===== src/rtl/lsu_mem_port_pkg.sv =====
// Shared types for the load/store unit memory port: access-size encodings
// (funct3), FSM state encoding and small size-decode helpers.
package lsu_mem_port_pkg;

    typedef enum logic [2:0] {
        LOAD_BYTE          = 3'b000,
        LOAD_HALF          = 3'b001,
        LOAD_WORD          = 3'b010,
        LOAD_DOUBLE        = 3'b011,
        LOAD_BYTE_UNSIGNED = 3'b100,
        LOAD_HALF_UNSIGNED = 3'b101,
        LOAD_WORD_UNSIGNED = 3'b110
    } load_type_t;

    typedef enum logic [2:0] {
        SB = 3'b000,
        SH = 3'b001,
        SW = 3'b010,
        SD = 3'b011
    } store_type_t;

    typedef enum logic [1:0] {
        IDLE = 2'd0,
        REQ  = 2'd1,
        WAIT = 2'd2,
        RESP = 2'd3
    } lsu_state_t;

    localparam int WAIT_CNT_W = 16;

    // Low-offset bits that must be zero for a naturally aligned access.
    function automatic logic [2:0] size_mask(input logic [1:0] size);
        case (size)
            2'd0:    size_mask = 3'b000;
            2'd1:    size_mask = 3'b001;
            2'd2:    size_mask = 3'b011;
            default: size_mask = 3'b111;
        endcase
    endfunction

    // Byte-enable pattern of an access at lane offset zero.
    function automatic logic [7:0] be_base(input logic [1:0] size);
        case (size)
            2'd0:    be_base = 8'h01;
            2'd1:    be_base = 8'h03;
            2'd2:    be_base = 8'h0F;
            default: be_base = 8'hFF;
        endcase
    endfunction

endpackage


===== src/rtl/lsu_mem_port_load_extend.sv =====
// Load data extraction: shifts the addressed bytes down to bit 0 and
// sign- or zero-extends them to XLEN according to the load funct3.
module lsu_load_extend
    import lsu_mem_port_pkg::*;
#(
    parameter int XLEN = 32
) (
    input  logic [XLEN-1:0]           rdata,
    input  logic [$clog2(XLEN/8)-1:0] offset,
    input  logic [2:0]                funct3,
    output logic [XLEN-1:0]           data
);

    logic [XLEN-1:0]    shifted;
    logic signed [7:0]  byte_s;
    logic signed [15:0] half_s;
    logic signed [31:0] word_s;

    assign shifted = rdata >> {offset, 3'b000};
    assign byte_s  = shifted[7:0];
    assign half_s  = shifted[15:0];
    assign word_s  = shifted[31:0];

    // Size casts of signed operands replicate the sign bit.
    always_comb begin
        data = '0;
        case (funct3)
            LOAD_BYTE:          data = XLEN'(byte_s);
            LOAD_HALF:          data = XLEN'(half_s);
            LOAD_WORD:          data = XLEN'(word_s);
            LOAD_DOUBLE:        data = shifted;
            LOAD_BYTE_UNSIGNED: data = XLEN'(shifted[7:0]);
            LOAD_HALF_UNSIGNED: data = XLEN'(shifted[15:0]);
            LOAD_WORD_UNSIGNED: data = XLEN'(shifted[31:0]);
            default:            data = '0;
        endcase
    end

endmodule


===== src/rtl/lsu_mem_port.sv =====
// Load/store unit towards a valid/ready data-memory port. One transaction in
// flight: IDLE -> REQ -> WAIT -> RESP, with a watchdog on WAIT.
// Optional build macro MISALIGN_TRAP_EN: misaligned accesses fault without a
// memory request; otherwise the offset is masked down to size alignment.
module lsu_mem_port
    import lsu_mem_port_pkg::*;
#(
    parameter int XLEN     = 32,
    parameter int MAX_WAIT = 255
) (
    input  logic              clk,
    input  logic              rst,
    input  logic              req_valid,
    output logic              req_ready,
    input  logic              req_we,
    input  logic [2:0]        req_funct3,
    input  logic [XLEN-1:0]   req_addr,
    input  logic [XLEN-1:0]   req_wdata,
    input  logic [4:0]        req_rd,
    output logic              mem_req_valid,
    input  logic              mem_req_ready,
    output logic              mem_we,
    output logic [XLEN-1:0]   mem_addr,
    output logic [XLEN/8-1:0] mem_be,
    output logic [XLEN-1:0]   mem_wdata,
    input  logic              mem_rsp_valid,
    input  logic [XLEN-1:0]   mem_rdata,
    output logic              rsp_valid,
    output logic [XLEN-1:0]   rsp_data,
    output logic [4:0]        rsp_rd,
    output logic              rsp_fault
);

    localparam int NB    = XLEN / 8;
    localparam int OFF_W = $clog2(NB);
    localparam logic [WAIT_CNT_W-1:0] MAX_WAIT_C = WAIT_CNT_W'(MAX_WAIT);

    lsu_state_t state, state_nxt;

    logic [WAIT_CNT_W-1:0] wait_cnt, cnt_inc;
    logic                  timeout;
    logic                  fault_q;

    logic [1:0]       req_size;
    logic [OFF_W-1:0] req_off, req_mask, req_off_eff;
    logic             req_illegal, req_fault;
    logic [NB-1:0]    req_be;

    logic             we_q;
    logic [2:0]       funct3_q;
    logic [4:0]       rd_q;
    logic [XLEN-1:0]  addr_q, wdata_q, data_q, load_data;
    logic [NB-1:0]    be_q;
    logic [OFF_W-1:0] off_q;

    // Store data copied into every lane of its own size.
    function automatic logic [XLEN-1:0] replicate(input logic [XLEN-1:0] d,
                                                  input logic [1:0] size);
        case (size)
            2'd0:    replicate = {NB{d[7:0]}};
            2'd1:    replicate = {(NB/2){d[15:0]}};
            2'd2:    replicate = {(XLEN/32){d[31:0]}};
            default: replicate = d;
        endcase
    endfunction

    // Request decode: size legality, alignment handling and byte enables.
    always_comb begin
        req_size = req_funct3[1:0];
        req_off  = req_addr[OFF_W-1:0];
        req_mask = OFF_W'(size_mask(req_size));
        if (req_we)
            req_illegal = (XLEN == 64) ? (req_funct3 >= 3'd4) : (req_funct3 >= 3'd3);
        else
            req_illegal = (req_funct3 == 3'b111) ||
                          ((XLEN == 32) && ((req_funct3 == 3'b011) || (req_funct3 == 3'b110)));
`ifdef MISALIGN_TRAP_EN
        req_off_eff = req_off;
        req_fault   = req_illegal || ((req_off & req_mask) != '0);
`else
        req_off_eff = req_off & ~req_mask;
        req_fault   = req_illegal;
`endif
        req_be = NB'(be_base(req_size)) << req_off_eff;
    end

    assign cnt_inc = wait_cnt + 1'b1;
    assign timeout = (cnt_inc == MAX_WAIT_C);

    lsu_load_extend #(.XLEN(XLEN)) u_load_extend (
        .rdata  (mem_rdata),
        .offset (off_q),
        .funct3 (funct3_q),
        .data   (load_data)
    );

    // State register.
    always_ff @(posedge clk or posedge rst) begin
        if (rst) state <= IDLE;
        else     state <= state_nxt;
    end

    // Watchdog counter and fault flag.
    always_ff @(posedge clk or posedge rst) begin
        if (rst) begin
            wait_cnt <= '0;
            fault_q  <= 1'b0;
        end else begin
            case (state)
                IDLE: if (req_valid) fault_q <= req_fault;
                REQ:  if (mem_req_ready) wait_cnt <= '0;
                WAIT: begin
                    wait_cnt <= cnt_inc;
                    if (mem_rsp_valid) fault_q <= 1'b0;
                    else if (timeout)  fault_q <= 1'b1;
                end
                default: ;
            endcase
        end
    end

    // Transaction data: latched on accept, load result captured on response.
    always_ff @(posedge clk) begin
        if (state == IDLE && req_valid) begin
            we_q     <= req_we;
            funct3_q <= req_funct3;
            rd_q     <= req_rd;
            addr_q   <= {req_addr[XLEN-1:OFF_W], {OFF_W{1'b0}}};
            be_q     <= req_be;
            wdata_q  <= replicate(req_wdata, req_size);
            off_q    <= req_off_eff;
            data_q   <= '0;
        end else if (state == WAIT && mem_rsp_valid) begin
            data_q   <= we_q ? '0 : load_data;
        end
    end

    // Next-state logic and state-decoded outputs; data outputs gated to zero
    // outside their owning state.
    always_comb begin
        state_nxt     = state;
        req_ready     = 1'b0;
        mem_req_valid = 1'b0;
        mem_we        = 1'b0;
        mem_addr      = '0;
        mem_be        = '0;
        mem_wdata     = '0;
        rsp_valid     = 1'b0;
        rsp_data      = '0;
        rsp_rd        = '0;
        rsp_fault     = 1'b0;
        case (state)
            IDLE: begin
                req_ready = 1'b1;
                if (req_valid) state_nxt = req_fault ? RESP : REQ;
            end
            REQ: begin
                mem_req_valid = 1'b1;
                mem_we        = we_q;
                mem_addr      = addr_q;
                mem_be        = be_q;
                mem_wdata     = wdata_q;
                if (mem_req_ready) state_nxt = WAIT;
            end
            WAIT: begin
                if (mem_rsp_valid || timeout) state_nxt = RESP;
            end
            RESP: begin
                rsp_valid = 1'b1;
                rsp_data  = data_q;
                rsp_rd    = rd_q;
                rsp_fault = fault_q;
                state_nxt = IDLE;
            end
            default: state_nxt = IDLE;
        endcase
    end

endmodule


===== config.mk =====
export PLATFORM = sky130hd
export DESIGN_NAME = lsu_mem_port
export DESIGN_NICKNAME = d
export VERILOG_FILES = /design/src/rtl/lsu_mem_port_pkg.sv /design/src/rtl/lsu_mem_port_load_extend.sv /design/src/rtl/lsu_mem_port.sv
export SDC_FILE = /design/constraint.sdc
export NUM_CORES = 1
export LEC_CHECK = 0
export BUFFER_PORTS_ARGS = -buffer_cell sky130_fd_sc_hd__buf_2
export CAP_MARGIN = 0
export CORE_MARGIN = 2
export CORE_UTILIZATION = 30
export DETAILED_ROUTE_END_ITERATION = 6
export SYNTH_ARGS = -nofsm -noshare
export SYNTH_HDL_FRONTEND = slang
export SYNTH_SLANG_ARGS = --single-unit

===== constraint.sdc =====
create_clock -name clk -period 4.4 [get_ports clk]
set_input_delay 0.88 -clock clk [delete_from_list [all_inputs] [get_ports clk]]
set_output_delay 0.88 -clock clk [all_outputs]
set_load 0.03 [all_outputs]

==> metrics.md <==
| Metric | Value |
|---|---|
| Core area | `roughly 22,000 um2` |
| NetSw | `around 0.0019 W` |
| Pin count of the biggest net entering global routing | `slightly above 70` |
| Layout cell share with drive strength beyond 1 | `33.3%` |
| CTS Hold Buffers Added | `0` |
| Clk_skew | `between 0.009 and 0.01 ns` |
| Period utilization | `just over 70%` |
| Yosys reg bits | `approximately 130` |
| I/O pins | `220` |
| Max Freq | `~310 MHz` |
| Number of global-route vias before repair | `between 5,000 and 6,000` |
| Post-Synth Adder-Cell Area | `between 1 and 1.5%` |
| Initial DRC count | `281` |
| DR vias | `5,427` |
| Max_cap viols | `0` |
| Synth Area in Compound Gates | `about 15%` |
| Post-synthesis mux area share | `under 10%` |
| Async SR Flop Fraction | `between 10 and 15%` |
| Congestion Overflow GR | `0` |
| VDD IR-drop max | `~270 uV` |
| Post-route setup slack | `1.20 ns` |
| H-tree Lvls | `4` |
| Synth Instances | `around 630` |
| Routed length per instance | `about 16 um` |
| Gr usage total | `between 10% and 20%` |
| Highest routed layer | `met5` |
| Setup TNS Final | `0 ns` |
| Combinational group share of total power | `35.9%` |
| CTS Buf Count | `17` |
| Pwr/cell area | `582 nW/um2` |
| Die H | `between 150 and 200 um` |
| Worst path top cell family by delay | `adder cells` |
| Post-Syn Area | `6540 um2` |
| First-pass GRT wire length | `27,900 um` |
| Number of synthesized flops with an enable pin | `77` |
| Initial antenna violation count | `2` |
| CTS tree | `done` |
| Hold WC Path Type | `flop to flop` |
| Post-Place Worst Slack | `approximately 1.6 ns` |
| Clock sinks | `128` |
| Clk pwr share | `29.9%` |
| Worst-Skew Late Latency | `0.41 ns` |
| Final-report setup violation count | `0` |
| Layout fillers | `2,194` |
| Post-synth cell types | `54` |
| CP Capture Type | `output pin` |
| Leak | `3.72 nW` |
| Max transition margin | `approximately 28%` |
| Measured slew at the worst slew-check pin | `around 1.1 ns` |
| IO buf count | `217` |
| Die Wd | `between 150 and 200 um` |
| Crit path max-delay cell type | `ha_2` |
| Buf+Inv Stages, Crit Path | `2` |
| Metal2 WL | `between 8000 and 9000 um` |
| Post-layout util | `about two fifths` |
| Required time of the critical path | `about 3.5 ns` |
| Crit-path cells | `inv_1 -> ha_2 -> and2_1 -> buf_2` |
| Maximum root-to-sink buffer count | `2` |
| Internal | `roughly 0.003 W` |
| XOR/XNOR Fraction of Synth Area | `less than 1%` |
| WL met3 | `1100 um` |
| Largest family of logic cells by synthesized area | `simple AND/OR/NAND/NOR gates` |
| Placer Congestion | `between 0.8 and 0.9` |
| Crit path kind | `flop to output pin` |
| Initial Utilization | `a little under a third` |
| Register area | `3430 um2` |
| Ys Warns | `0` |
| Multi-input logic area | `2900 um2` |
| Post-CTS Resized | `0` |
| Fin crit period | `3.20 ns` |
| Clock-pin transition on the worst setup and hold timing paths | `roughly 0.060 ns` |
| Outcome | `finished, final reports clean` |
| Fin. max-slew vios | `0` |
| CP max stage delay | `0.88 ns` |
| RSZ-0062 raised after global routing | `no` |
| Worst Path Arrival | `about 2.3 ns` |
| Seq pwr share | `34.2%` |
| Router iterations before antenna repair | `5` |
| Synth Area in Simple Gates | `20.8%` |
| Max Fanout on Critical Path | `71` |
| Root Driver | `clkbuf_16` |
| Final hold violations | `0` |
| Residual DRC | `0` |
| Layout Nets | `941` |
| Dpl hpwl | `between 10,000 and 15,000 um` |
| Die Area | `about 23,000 um2` |
| Post-synthesis sequential area ratio | `~52%` |
| Sw frac | `between 30% and 40%` |
| Average vias per placed instance | `approximately 4.8` |
| Rows | `54` |
| Antenna Nets Post-Route | `0` |
| Post-Syn Area per Cell | `around 10 um2` |
| Final wirelength | `between 15,000 and 20,000 um` |
| Area grow syn2layout | `29.2%` |
| CP startpoint kind | `flop` |
| Top FF cell, synth | `edfxtp_1` |
| Postcts setup bufs | `0` |
| Routed met1 length | `~7800 um` |
cells in the final DEF (no fill, tap or decap), types with 7 or more instances in the layout:
| master | n |
|---|---|
| and2_1 | 108 |
| a22oi_1 | 17 |
| nand3_1 | 11 |
| a211o_1 | 8 |
| nor2_1 | 60 |
| inv_1 | 7 |
| nand2_1 | 34 |
| o21ai_0 | 44 |
| dfrtp_1 | 19 |
| a21oi_1 | 23 |
| nor2b_1 | 10 |
| dfxtp_1 | 32 |
| a2bb2oi_1 | 9 |
| buf_2 | 217 |
| o21ai_1 | 9 |
| mux2_2 | 16 |
| clkbuf_16 | 17 |
| edfxtp_1 | 77 |
| mux2i_1 | 28 |
| a32oi_1 | 8 |
layout make-up:
type	instances	share of cell area, %
antenna	1	0.0296
clock buffer	17	5.03
clock inverter	15	2.16
inverter	7	0.311
multi-input combinational	449	34.3
sequential	128	40.6
tap	280	4.14
timing repair buffer	222	13.4
registers in the layout, indices dropped and copies added (netlist names):
| name | count |
|---|---|
| wait_cnt | 16 |
| state | 2 |
| data_q | 32 |
| addr_q | 30 |
| fault_q | 1 |
| we_q | 1 |
| rd_q | 5 |
| off_q | 2 |
| funct3_q | 3 |
| wdata_q | 32 |
| be_q | 4 |
cells in the mapped netlist (2+ instances only):
cell type	instances	area, um2
and2_1	109	682
edfxtp_1	77	2310
nor2_1	60	225
o21ai_0	44	220
nand2_1	34	128
dfxtp_1	32	641
clkbuf_1	29	109
mux2i_1	28	280
a21oi_1	23	115
dfrtp_1	19	475
a22oi_1	17	128
mux2_2	16	180
nand3_1	11	55.1
nor2b_1	10	62.6
a2bb2oi_1	9	78.8
o21ai_1	9	45.0
a211o_1	8	70.1
a32oi_1	8	70.1
buf_2	8	40.0
inv_1	7	26.3
ha_1	6	75.1
o31ai_1	6	45.0
a31oi_1	5	31.3
buf_4	5	37.5
and4_1	4	35.0
nor3_1	4	20.0
and3_1	3	18.8
buf_1	3	11.3
nand2b_1	3	18.8
nand4_1	3	18.8
or3_1	3	18.8
a2111oi_4	2	55.1
xnor2_1	2	17.5
final timing paths:
path,from,end,slack (ns),cells past startpoint
max,state[1],mem_wdata[3],1.20,4
min,wait_cnt[15],wait_cnt[15],0.47,2
max reg2reg,off_q[1],data_q[22],1.69,6
min reg2reg,wait_cnt[15],wait_cnt[15],0.47,2
max in group asynchronous,rst,wait_cnt[14],3.29,2
min in group asynchronous,rst,wait_cnt[0],0.61,2
layer usage:
metal  vias up  global-route usage [%]
met3        22                    3.89
met1      2593                    19.7
met5         -                       0
li1       2650                       -
met2       160                    26.7
met4         2                    5.69
cell families after synthesis:
family                   count (synthesis)
AO/OA/AOI/OAI                          141
XOR/XNOR                                 2
adder cells (fa/ha/maj)                  6
buffers and inverters                   52
flip-flops                             128
multiplexers                            45
other                                    1
AND/OR/NAND/NOR                        253
per-stage QoR:
stage / instances / hold slack [ns] / area, um2 / power [W]
2_1_floorplan: 629 / 0.439 / 6550 / 0.00296
5_1_grt: 1119 / 0.513 / 8450 / 0.00521
3_5_place_dp: 1086 / 0.463 / 7840 / 0.00350
4_1_cts: 1118 / 0.480 / 8450 / 0.00498
3_3_place_gp: 1086 / 0.455 / 7840 / 0.00348
6_report: 1119 / 0.474 / 8450 / 0.00492
tightest hold or removal path, cell delays in order, from the launching register on:
cell	delay [ns]
dfrtp_1	0.35
nand2_1	0.05
nand2_1	0.05
power groups by stage:
stage | Combinational [W] | Clock [W] | Sequential [W]
global route | 0.00193 | 0.00156 | 0.00171
CTS | 0.00179 | 0.00150 | 0.00169
floorplan | 0.00130 | 0 | 0.00166
global placement | 0.00178 | 0 | 0.00170
detailed placement | 0.00179 | 0 | 0.00171
finish | 0.00177 | 0.00147 | 0.00168
Power figures use the tool's default switching activity.
